File: src/rtl/ft_tx_arbiter.sv
// Two-source round-robin packet arbiter feeding an FT2232 transmit byte stream; each packet is
// prefixed by a header byte (HDR_BASE | source id). Optional macro FT_TX_ARB_FLUSH_EN: out_done_o flush pulse.
module ft_tx_arbiter #(
  parameter logic [7:0] HDR_BASE = 8'hA0
) (
  input  logic        clk_i,
  input  logic        reset_i,
  input  logic        s0_req_i,
  input  logic [7:0]  s0_data_i,
  input  logic        s0_last_i,
  output logic        s0_ack_o,
  input  logic        s1_req_i,
  input  logic [7:0]  s1_data_i,
  input  logic        s1_last_i,
  output logic        s1_ack_o,
  output logic [7:0]  out_data_o,
  output logic        out_req_o,
  input  logic        out_ack_i,
  output logic        out_done_o,
  output logic [15:0] pkt_cnt0_o,
  output logic [15:0] pkt_cnt1_o
);

  typedef enum logic [1:0] {
    IDLE,
    HDR,
    DATA,
    DONE
  } state_t;

  state_t      state_q, state_d;
  logic        gnt_q, gnt_d;           // granted source id, held for the whole packet
  logic        last_gnt_q, last_gnt_d;
  logic [15:0] pkt_cnt0_q, pkt_cnt0_d;
  logic [15:0] pkt_cnt1_q, pkt_cnt1_d;

  logic        src_req;
  logic        src_last;
  logic [7:0]  src_data;

  always_comb begin
    // NOTE: every signal gets a default before the case so no path can infer a latch.
    state_d    = state_q;
    gnt_d      = gnt_q;
    last_gnt_d = last_gnt_q;
    pkt_cnt0_d = pkt_cnt0_q;
    pkt_cnt1_d = pkt_cnt1_q;
    out_req_o  = 1'b0;
    out_data_o = 8'h00;
    s0_ack_o   = 1'b0;
    s1_ack_o   = 1'b0;

    src_req  = gnt_q ? s1_req_i  : s0_req_i;
    src_last = gnt_q ? s1_last_i : s0_last_i;
    src_data = gnt_q ? s1_data_i : s0_data_i;

    case (state_q)
      IDLE: begin
        if (s0_req_i && s1_req_i) begin
          gnt_d = ~last_gnt_q;
        end else begin
          gnt_d = s1_req_i;
        end
        if (s0_req_i || s1_req_i) begin
          state_d = HDR;
        end
      end

      HDR: begin
        out_req_o  = 1'b1;
        out_data_o = HDR_BASE | {7'b0, gnt_q};
        if (out_ack_i) begin
          state_d = DATA;
        end
      end

      DATA: begin
        // A source that drops its request stalls the stream; the grant is never abandoned.
        out_req_o  = src_req;
        out_data_o = src_data;
        if (src_req && out_ack_i) begin
          s0_ack_o = ~gnt_q;
          s1_ack_o = gnt_q;
          if (src_last) begin
            state_d = DONE;
          end
        end
      end

      DONE: begin
        if (gnt_q) begin
          pkt_cnt1_d = pkt_cnt1_q + 16'd1;
        end else begin
          pkt_cnt0_d = pkt_cnt0_q + 16'd1;
        end
        last_gnt_d = gnt_q;
        state_d    = IDLE;
      end

      default: state_d = IDLE;
    endcase
  end

  always_ff @(posedge clk_i or posedge reset_i) begin
    if (reset_i) begin
      state_q    <= IDLE;
      gnt_q      <= 1'b0;
      last_gnt_q <= 1'b1;
      pkt_cnt0_q <= 16'h0000;
      pkt_cnt1_q <= 16'h0000;
    end else begin
      // NOTE: non-blocking assignments so every flop samples the pre-edge value of the others.
      state_q    <= state_d;
      gnt_q      <= gnt_d;
      last_gnt_q <= last_gnt_d;
      pkt_cnt0_q <= pkt_cnt0_d;
      pkt_cnt1_q <= pkt_cnt1_d;
    end
  end

  assign pkt_cnt0_o = pkt_cnt0_q;
  assign pkt_cnt1_o = pkt_cnt1_q;

`ifdef FT_TX_ARB_FLUSH_EN
  assign out_done_o = (state_q == DONE) && !gnt_q;
`else
  assign out_done_o = 1'b0;
`endif

endmodule

File: config.mk
export PLATFORM = sky130hd
export DESIGN_NAME = ft_tx_arbiter
export DESIGN_NICKNAME = d
export VERILOG_FILES = /design/src/rtl/ft_tx_arbiter.sv
export SDC_FILE = /design/constraint.sdc
export NUM_CORES = 1
export LEC_CHECK = 0
export CAP_MARGIN = 20
export CORE_ASPECT_RATIO = 1.4
export CORE_MARGIN = 5
export CORE_UTILIZATION = 48
export CTS_CLUSTER_DIAMETER = 60
export DETAILED_ROUTE_END_ITERATION = 10
export PLACE_DENSITY = 0.84
export SETUP_SLACK_MARGIN = 0.05
export SKIP_LAST_GASP = 1
export SLEW_MARGIN = 20
export SYNTH_ARGS = -nofsm -noshare
export SYNTH_HDL_FRONTEND = slang
export SYNTH_SLANG_ARGS = --single-unit
export TNS_END_PERCENT = 20
File: constraint.sdc
create_clock -name clk_i -period 4.03 [get_ports clk_i]
set_input_delay 0.806 -clock clk_i [delete_from_list [all_inputs] [get_ports clk_i]]
set_output_delay 0.806 -clock clk_i [all_outputs]
set_load 0.05 [all_outputs]
==> results of run 1 <==
-- kinds of logic (layout without fill, tap and decap cells) --
kind of cell               count (synthesis)  in the layout
AOI/OAI and AO/OA                         11             11
xor gates and xnor gates                  30             30
adders and majority gates                  8              8
buffers and inverters                     14             86
DFF                                       36             36
muxes                                     10             10
other                                      1              1
and+or+nand+nor                           72             72
-- per-stage QoR --
| stage | utilization | area [µm²] | setup slack, ns | cells | power, W |
|---|---|---|---|---|---|
| 2_1_floorplan | - | 1920 | 1.54 | 182 | 0.00113 |
| 3_3_place_gp | 0.673 | 2610 | 0.738 | 289 | 0.00140 |
| 3_5_place_dp | 0.673 | 2610 | 0.698 | 289 | 0.00141 |
| 4_1_cts | 0.697 | 2710 | 0.695 | 297 | 0.00168 |
| 5_1_grt | 0.697 | 2710 | 0.622 | 297 | 0.00176 |
| 6_report | 0.697 | 2710 | 0.694 | 297 | 0.00165 |
-- path summary, 6_finish.rpt --
path | start | to | slack (ns)
setup / recovery | s1_req_i | out_req_o | 0.69
hold / removal | pkt_cnt0_o[15] | pkt_cnt0_o[15] | 0.47
setup reg to reg | state_q[0] | state_q[1] | 2.28
hold reg to reg | pkt_cnt0_o[15] | pkt_cnt0_o[15] | 0.47
max in group asynchronous | reset_i | last_gnt_q | 2.77
min in group asynchronous | reset_i | pkt_cnt1_o[14] | 0.92
-- synth_stat cells, drive strengths merged --
library cell,instances,share of area
nand4,7,0.031
dfstp,1,0.014
and2,2,0.0065
nor2b,4,0.013
nand2b,1,0.0033
mux2,5,0.029
nor3,7,0.031
a21oi,5,0.013
buf,2,0.0078
o21ai,4,0.010
o32a,1,0.0052
mux2i,5,0.026
or3,2,0.0065
o32ai,1,0.0046
nand3,10,0.029
xor2,9,0.041
ha,8,0.052
conb,1,0.0020
and3b,1,0.0046
xnor2,21,0.096
and3,4,0.013
nor2,12,0.025
dfrtp,35,0.46
and4b,1,0.0052
nand2,18,0.037
inv,12,0.023
and4,2,0.0091
and2b,1,0.0046
-- state kept, by name, summed over array words and instances (netlist names) --
name	cells
gnt_q	1
last_gnt_q	1
pkt_cnt0_o	16
pkt_cnt1_o	16
state_q	2
-- routing by layer --
metal | up-vias | global-route usage | share of wire
met5 | - | 0 | 0
met4 | 0 | 0.0832 | 0.024
met3 | 7 | 0.0616 | 0.089
met2 | 67 | 0.299 | 0.51
met1 | 751 | 0.187 | 0.38
li1 | 751 | - | -
-- cell type report --
cell class / instances / share of cell area
Multi-Input combinational cell: 132 / 0.353
Sequential cell: 36 / 0.333
Timing Repair Buffer: 66 / 0.243
Clock buffer: 6 / 0.0305
Tap cell: 43 / 0.0199
Inverter: 12 / 0.0166
Clock inverter: 2 / 0.00370
-- power groups by stage --
stage,combinational (W),clock (W),sequential [W]
global route,0.000928,0.000284,0.000551
CTS,0.000870,0.000270,0.000535
global placement,0.000858,0,0.000538
detailed placement,0.000866,0,0.000541
floorplan,0.000467,0,0.000661
finish,0.000859,0.000260,0.000533
==> impl_metrics.toml, run 1 <==
[flow_run]
maxCapViolCount = 0

[clocking]
cts.sinks = 36
cts_buffer_depth = 2
clockRootBuffer = "clkbuf_8"
cts_resized = 0
holdBufCountCts = 0
cts_tree = "built"
insertion_delay_ns = 0.28
cts_max_level = 2
cts_buffers = 5
post_cts_buffers = 0
cts.reportedPaths.clkPinSlew_ns = 0.07

[global_route]
grt_max_degree = 37
grt_pass1_vias = 1702
grt_pass1_wl_mm = 7.49
gr-total-overflow = 0
track_usage = 0.174
grt_antenna_before_repair = 0

[finish]
area_delta_synth_final_pct = 41.2
seqCellArea_um2 = 902
layout_common_cells = "clkdlybuf4s50_1 (65), dfrtp_1 (35), xnor2_1 (21)"
drive_above_1_share = 0.0945
nets = 284
n_antenna_cell = 0
nFillCells = 305
multiInputGateArea_um2 = 955
final_common_cell = "clkdlybuf4s50_1"

[timing]
hold_viol = 0
tightest_slew_ns = 0.592
skew_ns = 0.00554
worst_hold_slack_ns = 0.469
setup_viol = 0
rsz0062_at_grt = "no"
period_needed_ns = 3.34
slew_headroom = 0.605
setup_tns_ns = 0
fin_crit_sh = 0.828
fmax_mhz = 300
slew_violations = 0

[worst_setup_path]
crit_chain = "clkdlybuf4s50_1, nand2_1, nand2_1, a21oi_1, nor2b_1, clkdlybuf4s50_1"
required_ns = 3.22
worst-setup-path-type = "in2out"
crit_path_end_kind = "primary output"
cpPeakStageDelay_ns = 0.81
crit_buf_inv = 2
crit_slowest_cell = "clkdlybuf4s50_1"
worstSetupStartpointType = "primary input"
crit_fanout = 4
path_depth = 6
critPathTopFamily = "buffers and inverters"
cp.arrival_ns = 2.53
r2r_cells = 6

[detailed_routing]
routed_wirelength_mm = 4.29
viasPerCell = 5.31
dr.pass1.iters = 4
drtAntennaViolNets = 0
drt_first_iter_violations = 65
drc = 0
num_vias = 1576
routedWlPerCell_um = 14.4

[synthesis]
synth_xor_xnor_area_share = 0.137
ys_warn_count = 0
ys_types = 35
synth_seq_cells = 36
ys_seq_area_frac = 0.471
avgSynthCellArea_um2 = 10.5
synthCells = 182
synth_compound_area_frac = 0.0333
synthMuxAreaShare = 0.0555
syn_nets = 213
netlist_area_um2 = 1920
synth-simple-area-share = 0.218
synthAdderAreaFrac = 0.0522
synth_top_family_by_area = "simple AND/OR/NAND/NOR gates"

[power]
powerDensity_nw_per_um2 = 611
seq_power_share = 0.323
clkPwrFrac = 0.157
p_int_w = 0.000893
peakVddDrop_mv = 0.476
p_leak_nw = 1.16
netSwitchingPower_w = 0.000759
comb_power_share = 0.520
switching_share = 0.459

[outcome]
outcome = "finished, final reports clean"

[die]
start_util = 0.493
dieHeight_um = 84.8
io_pins = 67
core.rowCount = 27
core_um2 = 3880
fp.dieW_um = 63.4
dieArea_um2 = 5380

[place]
gp_congestion = 0.766
dp_hpwl_mm = 3.26
io_buffers = 65

[worst_hold_path]
min_path_type = "reg2reg"
hold_depth = 1
Power figures use the tool's default switching activity.
==> inputs of run 2 (changes only) <==
--- a/config.mk
+++ b/config.mk
@@ -8,10 +8,10 @@
 export CAP_MARGIN = 20
 export CORE_ASPECT_RATIO = 1.4
 export CORE_MARGIN = 5
-export CORE_UTILIZATION = 48
+export CORE_UTILIZATION = 41
 export CTS_CLUSTER_DIAMETER = 60
 export DETAILED_ROUTE_END_ITERATION = 10
-export PLACE_DENSITY = 0.84
+export PLACE_DENSITY = 0.77
 export SETUP_SLACK_MARGIN = 0.05
 export SKIP_LAST_GASP = 1
 export SLEW_MARGIN = 20
==> constraint.sdc (replaced) <==
create_clock -name clk_i -period 2.9 [get_ports clk_i]
set_input_delay 0.58 -clock clk_i [delete_from_list [all_inputs] [get_ports clk_i]]
set_output_delay 0.58 -clock clk_i [all_outputs]
set_load 0.05 [all_outputs]
==> impl_metrics.toml, run 2 (synthesis results as in run 1) <==
[outcome]
outcome = "finished, final reports clean"

[power]
p_leak_nw = 1.20
netSwitchingPower_w = 0.00106
p_int_w = 0.00136
clkPwrFrac = 0.196
seq_power_share = 0.301
powerDensity_nw_per_um2 = 881
comb_power_share = 0.503
switching_share = 0.438
peakVddDrop_mv = 0.657

[timing]
hold_viol = 0
setup_ws_ns = 0.574
setup_viol = 0
fin_crit_sh = 0.802
tightest_slew_ns = 0.514
slew_headroom = 0.657
fmax_mhz = 430
slew_violations = 0
rsz0062_at_grt = "no"
period_needed_ns = 2.33
worst_hold_slack_ns = 0.470
setup_tns_ns = 0
skew_ns = 0.00576

[clocking]
cts_max_level = 2
clockRootBuffer = "clkbuf_8"
insertion_delay_ns = 0.28
cts.reportedPaths.clkPinSlew_ns = 0.07
post_cts_buffers = 0
cts_resized = 0
cts.sinks = 36
cts_buffers = 5
holdBufCountCts = 0
cts_buffer_depth = 2
cts_tree = "built"

[detailed_routing]
drc = 0
dr.pass1.iters = 4
routed_wirelength_mm = 4.18
num_vias = 1538
routedWlPerCell_um = 13.2
drt_first_iter_violations = 94
drtAntennaViolNets = 0
viasPerCell = 4.85

[worst_setup_path]
worst-setup-path-type = "reg2out"
crit_fanout = 7
cpPeakStageDelay_ns = 0.42
r2r-start = "state_q[0]"
crit_path_end_kind = "primary output"
r2r_cells = 6
crit_chain = "inv_1, ha_1, a21oi_1, o21ai_0, and2_1, buf_4"
cp.arrival_ns = 1.75
crit_slowest_cell = "dfrtp_1"
r2r_end = "state_q[1]"
worstSetupStartpointType = "flip-flop"
required_ns = 2.32
r2r_slack_ns = 1.17

[global_route]
use_met2 = 0.257
grt_max_degree = 37
use_met1 = 0.163
gr-usage-met3 = 0.0461
grt-busiest-layer = "met2"
grt_pass1_vias = 1613
gr-total-overflow = 0
track_usage = 0.147
grt_antenna_before_repair = 0
grt_pass1_wl_mm = 7.19

[die]
core.rowCount = 29
dieArea_um2 = 6160
dieHeight_um = 90.9
core_um2 = 4540
fp.dieW_um = 67.8
start_util = 0.423
io_pins = 67

[worst_hold_path]
min_path_type = "reg2reg"
hold_depth = 1
worstHoldEndpoint = "pkt_cnt1_o[15]"
worstHoldStart = "pkt_cnt1_o[15]"

[finish]
layout_common_cells = "clkdlybuf4s50_1 (54), dfrtp_1 (35), xnor2_1 (21)"
n_antenna_cell = 0
nets = 285
area_delta_synth_final_pct = 43.8
fin_util = 0.608
drive_above_1_share = 0.141
final_common_cell = "clkdlybuf4s50_1"

[flow_run]
maxCapViolCount = 0

[place]
gp_congestion = 0.785
dp_hpwl_mm = 3.34
io_buffers = 65
post-place-ws_ns = 0.599
run 2: power groups by stage:
stage | Sequential, W | Clock (W) | Combinational, W
3_5_place_dp | 0.000740 | 0 | 0.00123
3_3_place_gp | 0.000740 | 0 | 0.00122
5_1_grt | 0.000748 | 0.000508 | 0.00132
4_1_cts | 0.000732 | 0.000487 | 0.00124
2_1_floorplan | 0.000918 | 0 | 0.000650
6_report | 0.000730 | 0.000476 | 0.00122
run 2: worst max-delay path by stage:
stage | cells after the start | start | slack (ns) | endpoint
6_report | 6 | state_q[0] | 0.57 | out_data_o[0]
3_5_place_dp | 6 | s0_req_i | 0.60 | out_req_o
4_1_cts | 6 | state_q[0] | 0.54 | out_data_o[0]
2_1_floorplan | 5 | gnt_q | 0.75 | out_req_o
5_1_grt | 6 | state_q[0] | 0.33 | out_data_o[0]
3_3_place_gp | 6 | s1_req_i | 0.64 | out_req_o
run 2: per-layer routing:
| layer | up-vias | share of wire |
|---|---|---|
| li1 | 751 | - |
| met4 | 0 | 0.020 |
| met2 | 59 | 0.51 |
| met5 | - | 0 |
| met3 | 10 | 0.075 |
| met1 | 718 | 0.39 |
run 2: per-stage QoR:
| step | power (W) | instance area (µm²) | std cells |
|---|---|---|---|
| finish | 0.00243 | 2760 | 317 |
| global route | 0.00258 | 2760 | 317 |
| CTS | 0.00246 | 2760 | 317 |
| detailed placement | 0.00197 | 2630 | 309 |
| global placement | 0.00196 | 2630 | 309 |
| floorplan | 0.00157 | 1920 | 182 |
run 2: final cells by class:
cell class,count,area [µm²]
fill,387,1780
multi-input combinational,132,955
sequential,36,902
timing repair buffer,67,651
clock buffer,7,96.3
tap,62,77.6
inverter,12,45.0
clock inverter,1,30.0
run 2: critical path, delay by kind of cell, from the launching register on:
| family | cells | cell delay (ns) |
|---|---|---|
| DFF | 1 | 0.42 |
| and+or+nand+nor | 1 | 0.14 |
| AOI/OAI and AO/OA | 2 | 0.25 |
| buffers and inverters | 2 | 0.33 |
| adders and majority gates | 1 | 0.32 |
==> inputs of run 3 (changes only) <==
==> constraint.sdc (replaced) <==
create_clock -name clk_i -period 1.9 [get_ports clk_i]
set_input_delay 0.38 -clock clk_i [delete_from_list [all_inputs] [get_ports clk_i]]
set_output_delay 0.38 -clock clk_i [all_outputs]
set_load 0.05 [all_outputs]
==> impl_metrics.toml, run 3 (synthesis results as in run 1) <==
[outcome]
outcome = "finished with violations"
violations = "setup timing"

[detailed_routing]
routedWlPerCell_um = 13.6
drc = 0
num_vias = 1571
dr.pass1.iters = 4
routed_wirelength_mm = 4.41
drt_first_iter_violations = 87
viasPerCell = 4.83
drtAntennaViolNets = 0

[power]
seq_power_share = 0.279
switching_share = 0.439
clkPwrFrac = 0.145
peakVddDrop_mv = 1.15
comb_power_share = 0.575
p_leak_nw = 1.31
powerDensity_nw_per_um2 = 1390
p_int_w = 0.00226
netSwitchingPower_w = 0.00177

[clocking]
cts.reportedPaths.clkPinSlew_ns = 0.07
insertion_delay_ns = 0.29
cts_buffers = 5
cts_tree = "built"
cts_buffer_depth = 2
cts.sinks = 36
clockRootBuffer = "clkbuf_8"
holdBufCountCts = 0
cts_max_level = 2

[place]
placed_area_um2 = 2690
io_buffers = 65
place_inst = 313
post-place-ws_ns = 0.0665
gp_congestion = 0.791
dp_hpwl_mm = 3.44

[worst_hold_path]
min_path_type = "reg2reg"
worstHoldStart = "pkt_cnt1_o[15]"

[finish]
fin_cells = 325
n_antenna_cell = 0
drive_above_1_share = 0.338
final_common_cell = "buf_4"
layout_common_cells = "buf_4 (39), dfrtp_1 (33), clkdlybuf4s50_1 (25)"
final_area_um2 = 2900
nets = 293
area_delta_synth_final_pct = 51.1

[timing]
slew_violations = 0
slew_headroom = 0.667
setup_ws_ns = -0.0362
period_needed_ns = 1.94
worst_hold_slack_ns = 0.468
skew_ns = 0.00749
fmax_mhz = 516
fin_crit_sh = 1.02
tightest_slew_ns = 0.497
setup_viol = 4
rsz0062_at_grt = "yes"
hold_viol = 0

[worst_setup_path]
required_ns = 1.52
crit_slowest_cell = "dfrtp_1"
worst-setup-path-type = "reg2out"
crit_start = "state_q[0]"
cpPeakStageDelay_ns = 0.41
cp.arrival_ns = 1.56
crit_path_end_kind = "primary output"
worstSetupStartpointType = "flip-flop"
crit_chain = "inv_2, ha_4, a21oi_2, o21ai_1, and2_4, buf_12"
critPathTopFamily = "flip-flops"
crit_buf_inv = 2
r2r-start = "state_q[1]"
crit_fanout = 7

[global_route]
grt_pass1_wl_mm = 7.45
grt_max_degree = 37
grt_pass1_vias = 1671
grt_antenna_before_repair = 0
gr-total-overflow = 0
track_usage = 0.156

[die]
dieArea_um2 = 6160
io_pins = 67
core.rowCount = 29
fp.dieW_um = 67.8
core_um2 = 4540
start_util = 0.423
dieHeight_um = 90.9

[flow_run]
maxCapViolCount = 0
[run 3: final timing paths]
| check | end | slack (ns) | cells after the start |
|---|---|---|---|
| worst max-delay path | out_data_o[0] | -0.04 | 6 |
| worst min-delay path | pkt_cnt1_o[15] | 0.47 | 1 |
| worst max register to register | pkt_cnt0_o[14] | 0.18 | 6 |
| worst min register to register | pkt_cnt1_o[15] | 0.47 | 1 |
| max in group asynchronous | last_gnt_q | 1.05 | 3 |
| min in group asynchronous | pkt_cnt0_o[5] | 0.51 | 3 |
[run 3: final cells by class]
class,count,area (µm²)
inverter,12,45.0
clock buffer,8,100
timing repair buffer,75,746
fill,373,1640
tap,62,77.6
multi-input combinational,132,1020
sequential,36,905
[run 3: metal layers]
metal | track usage | wire length, µm | vias up
met4 | 0.0498 | 70 | 0
met1 | 0.164 | 1590 | 741
met5 | 0 | 0 | -
met2 | 0.276 | 2340 | 56
met3 | 0.0610 | 398 | 7
li1 | - | - | 767
[run 3: per-stage QoR]
step                setup TNS [ns]  power, W   util
detailed placement               0   0.00322  0.593
global route                -0.583   0.00426  0.639
finish                     -0.0496   0.00403  0.639
floorplan                   -0.195   0.00240      -
CTS                        -0.0518   0.00405  0.638
global placement                 0   0.00319  0.593
[run 3: worst reg2reg max path, stage by stage, from the launching register on]
cell	delay, ns
dfrtp_2	0.42
buf_4	0.13
ha_1	0.25
and4b_1	0.30
nand4_1	0.22
nor3_2	0.18
xnor2_1	0.14
[run 3: power groups by stage]
stage	Sequential [W]	Combinational (W)	Clock (W)
after floorplan	0.00140	0.000999	0
after global placement	0.00113	0.00206	0
after detailed placement	0.00114	0.00208	0
after CTS	0.00113	0.00232	0.000603
after global routing	0.00116	0.00247	0.000640
final	0.00113	0.00232	0.000586
[run 3: timing repair]
action                     4_1_cts  5_1_grt
setup endpoints to repair       11       16
pin swaps                        5        2
buffers inserted                 4        0
gates resized for setup         21        1
hold endpoints to repair         0        0
